`config.mk`:
```
export PLATFORM = sky130hd
export DESIGN_NAME = seq_buffer
export DESIGN_NICKNAME = d
export VERILOG_FILES = /design/src/rtl/seq_buffer.sv
export SDC_FILE = /design/constraint.sdc
export NUM_CORES = 1
export LEC_CHECK = 0
export CAP_MARGIN = 20
export CORE_ASPECT_RATIO = 0.7
export CORE_MARGIN = 2
export CORE_UTILIZATION = 35
export CTS_CLUSTER_DIAMETER = 100
export DETAILED_ROUTE_END_ITERATION = 8
export DONT_BUFFER_PORTS = 1
export GPL_TIMING_DRIVEN = 0
export PLACE_DENSITY = 0.47
export SETUP_SLACK_MARGIN = 0.3
export SLEW_MARGIN = 0
export SYNTH_ARGS = -nofsm -noshare
export SYNTH_HDL_FRONTEND = slang
export SYNTH_SLANG_ARGS = --single-unit
```
`constraint.sdc`:
```
create_clock -name clock -period 1.6 [get_ports clock]
set_input_delay 0.48 -clock clock [delete_from_list [all_inputs] [get_ports clock]]
set_output_delay 0.48 -clock clock [all_outputs]
set_load 0.005 [all_outputs]
```
`src/rtl/seq_buffer.sv`:
```
// Ordered digit store: one write port, asynchronous read, no reset on storage.
module seq_buffer #(
  parameter int unsigned DEPTH = 7,
  parameter int unsigned DW    = 4,
  parameter int unsigned AW    = 3
) (
  input  logic          clock,
  input  logic          we,
  input  logic [AW-1:0] waddr,
  input  logic [DW-1:0] wdata,
  input  logic [AW-1:0] raddr,
  output logic [DW-1:0] rdata
);

  logic [DW-1:0] mem [DEPTH];

  // Store the captured digit at the requested slot.
  always_ff @(posedge clock) begin
    if (we) mem[waddr] <= wdata;
  end

  assign rdata = mem[raddr];

endmodule

```
=== After elaboration in Yosys (flattened, before gate mapping) ===
Memory sizes are Yosys's and may differ from the RTL's.
Index checks and enable logic that the tools add are counted.

* Register bits after elaboration: 0
* Memory bits (writable): 28
* Word-level logic and storage cells: 3
* ROM bits: 0
* Memories kept: 1
* Bits in latches: 0

* Eq/ne operators: 0
* Magnitude comparators: 0
* Divide/modulo/power cells: 0
* Reductions and logical operators: 0
* Bitwise operators: 0
* Multiply operators: 0
* $add $sub $neg: 0
* Shift operators: 0
* Multiplexer cells: 2

{| class="wikitable"
|+ Memories
! memory !! words !! bits a word !! rd ports !! clocked after memory_dff !! write ports !! RTL line !! source
|-
| mem || 7 || 4 || 1 || 0 || 1 || 15 || <nowiki>logic [DW-1:0] mem [DEPTH];</nowiki>
|}

{| class="wikitable"
|+ Operators with widths
! cell !! count
|-
| 1-bit two-way mux || 2
|}

=== Logic depth before layout (Yosys ltp) ===
* Depth after elaboration: 2
* Depth in mapped cells: 4
* Mapped depth without buffers: 3

=== Worst setup path after synthesis ===
Ideal clock, no wire load.

* Path type: input to output
* From: input port raddr[2]
* To: output port rdata[0]
* Data required time: 1.120 ns
* Data arrival time: 1.098 ns
* Buffers on the path: 2
* Stages on the path: 4
* Slack: 0.022 ns
* Path through: buf_4 buf_4 mux2i_1 o221ai_1

* Cells in the longest elaborated chain, start to end: 1

{| class="wikitable"
|+ RTL lines
! what !! RTL line !! source
|-
| start, declared || 11 || <nowiki>input logic [AW-1:0] raddr,</nowiki>
|-
| memory read 7 x 4 bit || -- ||
|-
| end, declared || 12 || <nowiki>output logic [DW-1:0] rdata</nowiki>
|}

No other way between the ends.

=== Worst setup path after layout ===
* From: memory mem[2][2]
* To: output port rdata[2]

* Cells in the longest elaborated chain, start to end: 1

{| class="wikitable"
|+ RTL lines
! what !! RTL line
|-
| start, declared || 15
|-
| memory read 7 x 4 bit || --
|}

No other way between the ends.

==> summary.txt <==
Route
  – DRC: 0
  – WL/cell: 16.5 um
  – Vias: 553
  – Vias per cell: 5.07
  – DRT iter0 DRCs: 19
  – DRT Wirelength: 1800 um
  – First-pass detailed-route iteration total: 6
  – Routed Antenna Nets: 0

Logic synthesis
  – Top-area cell type share of the netlist area: 73.8%
  – Syn_area_per_cell: 16.8 um2
  – Synth warnings: 0
  – Synth area leaders: edfxtp_1 (74%), mux2i_1 (7.0%), mux2_2 (4.0%), nand2b_1 (3.8%), o221ai_1 (3.1%)
  – Mapped cell area: 1140 um2
  – Area leader, netlist: edfxtp_1
  – Sequential fraction of the synthesis area: 73.8%
  – Syn_nets: 80
  – Flops & latches, synth: 28
  – Cell variety after synth: 12
  – Post-Syn Instances: 68

Worst setup path
  – Critical Setup Path Class: flip-flop to output port
  – CP delay by family, top: flip-flops
  – CP max stage cell: edfxtp_1
  – Critical path arrival: 1240 ps
  – Crit-path cells: mux2_4 > o211ai_1 > o221ai_2
  – Worst EP required: 1120 ps
  – CP Launch Type: flip-flop
  – Crit end category: output port
  – CP max FO: 1
  – CP peak stage delay: 360 ps
  – CP bufs+invs: 0

Place
  – RePlAce Congestion: 0.696
  – IO buf count: 0
  – Post-DP HPWL: 1380 um
  – Placed cell count: 106
  – Dpl cell area: 1210 um2

Finish
  – Final instance area: 1280 um2
  – Ant diodes: 0
  – Final Util: 41.0%
  – Area growth syn-to-layout: 12.4%
  – Biggest regs: mem (28)
  – FF/Latch Area: 841 um2
  – Fin cells: 109
  – Largest register by flop count: mem
  – Footprint of the multi-input gates: 329 um2
  – Nets: 85
  – Max reg flops: 28
  – Fillers: 282
  – Share of post-route cells with drive strength above 1: 21.1%

Die
  – Die footprint: 3740 um2
  – Initial core utilization: 36.5%
  – Ports: 16
  – Die X: 72.2 um
  – CORE AREA: 3130 um2
  – Die height: 51.7 um
  – Num rows: 17

Global route
  – Overflow after GRT: 0
  – First-pass GRT wire length: 3040 um
  – Pin count of the biggest net entering global routing: 15
  – GRT Total Usage: 11.5%
  – Initial antenna violation count: 0
  – Vias in the first global route: 595

Timing
  – RSZ-0062 raised after global routing: yes
  – Fin crit share: 107%
  – Setup TNS: -429 ps
  – Final hold vios: 0
  – Setup slack after layout: -117 ps
  – Final hold slack: 307 ps
  – Slew of the pin with the lowest slew margin: 616 ps
  – Final min period: 1720 ps
  – Fmax: 582 MHz
  – Final setup viols: 4
  – Max-slew violations: 0
  – Slew HR: 58.6%

Power and ir drop
  – Pwr per Cell Area: 993 nW/um2
  – P_leak: 0.419 nW
  – Maximum vdd ir drop: 0.451 mV

Flow run
  – Max-cap viol count: 0

Clocking
  – Root buffer cell: clkbuf_8
  – Clock transition at path regs: 80 ps
  – CTS Buffer Depth: 2
  – CTS Sinks: 28
  – Num CTS Buffers: 3
  – H-tree Lvls: 1
  – CTS tree: built

Min path
  – Worst Hold Class: input port to flip-flop

Status
  – Failing checks: negative setup slack
  – Status: complete, but fails checks
-- kinds of logic after synthesis --
group | count (synthesis) | share of synthesized area (%)
simple gates | 18 | 8.23
compound gates | 8 | 5.71
mux | 12 | 11.0
buf+inv | 2 | 1.32
flops | 28 | 73.8
-- area by class of cell --
class                           count  area share [%]
Tap cell                           38            3.71
Sequential cell                    28            65.6
Multi-Input combinational cell     38            25.7
Buffer                              2            1.76
Clock buffer                        3            3.22
-- synthesized netlist by cell type --
cell / instances
buf_4: 2
nor3_1: 2
or2b_1: 1
o221ai_1: 4
nor2_1: 5
or2_2: 1
mux2_2: 4
nand2b_1: 7
nand2_1: 2
mux2i_1: 8
o211ai_1: 4
edfxtp_1: 28
-- worst paths after layout --
check	start	to	slack, ps	cells after the start
setup / recovery	mem[2][2]	rdata[2]	-120	3
hold / removal	wdata[0]	mem[2][0]	310	0
-- layout by cell type, fill, tap and decap left out --
cell type,netlist,routed
mux2_4,0,4
buf_6,0,2
or2_2,1,1
or2b_1,1,1
nor3_2,0,1
nor2_1,5,5
edfxtp_1,28,28
nand2_1,2,2
clkbuf_8,0,3
nand2b_1,7,7
o211ai_1,4,4
o221ai_2,0,4
mux2i_1,8,8
nor3_1,2,1
-- per-stage QoR --
step                power, mW  worst slack (ps)
floorplan               0.913              67.1
global placement        0.928             -32.4
detailed placement      0.929             -22.2
CTS                      1.28              -146
global route             1.32              -207
finish                   1.27              -117
-- power by group --
group	switching [mW]	internal [mW]
clock network	0.186	0.168
logic	0.0421	0.0403
registers	0.00485	0.831
total	0.233	1.04
-- metal layers --
metal	global-route usage, %	vias to the layer above	part of all wire (%)
met4	1.89	0	0.44
met5	0	-	0
met3	4.26	2	6.8
met2	18.2	14	44
met1	15.4	264	49
li1	-	273	-
-- what timing repair did --
item | CTS | global route
gates resized for setup | 4 | 0
setup buffers | 0 | 0
pin swaps | 4 | 0
hold buffers | 0 | 0
endpoints found under the setup margin | 4 | 4
Power figures use the tool's default switching activity.
==> edit: new RTL, same flow settings <==
Set the parameter `DW` to 6 (it was 4).
--- a/src/rtl/seq_buffer.sv
+++ b/src/rtl/seq_buffer.sv
@@ -2,5 +2,5 @@
 module seq_buffer #(
   parameter int unsigned DEPTH = 7,
-  parameter int unsigned DW    = 4,
+  parameter int unsigned DW    = 6,
   parameter int unsigned AW    = 3
 ) (
Interface: changed (resized rdata and wdata); port bits go from 16 to 20. The function was not compared with the original's and may differ.
==> edit against the original RTL <==
  * The flow still finishes with violations (negative setup slack)
  * Design area increased by 51%
  * Sequential power increased by 50%
  * Worst setup slack got worse by 40 ps
  * Sequential cell count increased by 14
  * Routed wire length increased by 86%
  * Power increased by 58%
  * Maximum frequency decreased by 2.3%
  * Synthesized area increased by 50%
==> edit: results (changes against the original RTL) <==
Parameter                              Value

Cells and area
  Area used by multi-input combinational logic ... 480 um2 (+46%)
  Fraction of area in non-clock buffers ... 2.07% (+0.31 points)
  Fraction of final layout cells with drive strength greater than 1 ... 26.9% (+5.8 points)
  Registers with the highest flip-flop counts ... mem x42
  Non-CTS buffers ... 4 (+2)
  Number of filler instances in the final layout ... 445 (+58%)
  Multi-In Gates ... 50 (+32%)
  Final #Nets ... 117 (+38%)

Status
  Violations in the final reports ... negative setup slack
  Result of the run ... finished with violations

Pwr
  Leakage power ... 0.634 nW (+51%)
  VDD IR-drop max ... 0.469 mV (+4.0%)
  Clock power frac ... 31.0% (+3.2 points)

Worst setup path
  Data arrival time of the worst path ... 1280 ps (+40 ps)
  Worst setup path endpoint ... rdata[4]

Clocking
  CTS sink cnt ... 42 (+50%)
  TritonCTS Buffers ... 5 (+2)
  # H-tree levels ... 2 (+1)

STA
  Final worst-path setup slack ... -157 ps (-40.1 ps)
  Setup Viol. Count Final ... 6 (+2)
  Final hold slack ... 290 ps (-16.9 ps)
  Aggregate negative setup slack ... -782 ps (-353 ps)

Routing
  Total number of vias ... 828 (+50%)
  Post-detailed-route wirelength per cell ... 20.8 um (+26%)
  Via count normalized by instance count ... 5.14 (+1.4%)
  DR iter-0 viols ... 36 (+17)

Place
  Pre-CTS WS ... -257 ps (-235 ps)
  Cells after DPL ... 153 (+44%)
  Routability Congestion ... 0.692 (-0.56%)

Synthesis
  Synth Net Count ... 110 (+38%)
  Sequential area share after synthesis ... 73.8% (+0.081 points)
  Synth cell types ... 16 (+4)
  Number of enable-type register cells in the synthesized netlist ... 42 (+50%)
  Synth Area in Compound Gates ... 6.01% (+0.30 points)

Min path
  Sink of the worst hold path ... mem[3][0]

Global routing
  Wire length of the first global-routing pass ... 5.14 mm (+69%)
  Via count of the first global-routing pass ... 909 (+53%)
  Total track usage ... 13.6% (+2.1 points)

Floorplan
  Floorplan die width ... 87.5 um (+21%)
[edit: changes by cell type in the layout (fill, tap and decap cells not counted), moves of 2 or more]
cell	unedited run	this run
mux2i_1	8	12
clkbuf_8	3	5
buf_6	2	0
nand2b_1	7	9
o221ai_2	4	6
nor2_1	5	2
mux2_4	4	6
clkbuf_4	0	2
nor2_2	0	3
edfxtp_1	28	42
[edit: metal layers]
metal | wire length, um | share of wire [%] | vias to the layer above | track usage (%)
li1 | - | - | 396 | -
met1 | 1580 | 47 | 413 | 17.9
met2 | 1610 | 48 | 19 | 21.0
met3 | 158 | 4.7 | 0 | 4.62
met4 | 0 | 0 | 0 | 4.62
met5 | 0 | 0 | - | 0
[edit: critical path: cells and delay by family, from the launching register on]
kind / cells / cell delay [ps]
mux: 1 / 270
compound gates: 2 / 360
flops: 1 / 370
[edit: timing repair]
item	in CTS	in global routing
pin swaps	2	3
gates resized for setup	7	0
endpoints found under the setup margin	6	6
hold buffers	0	0
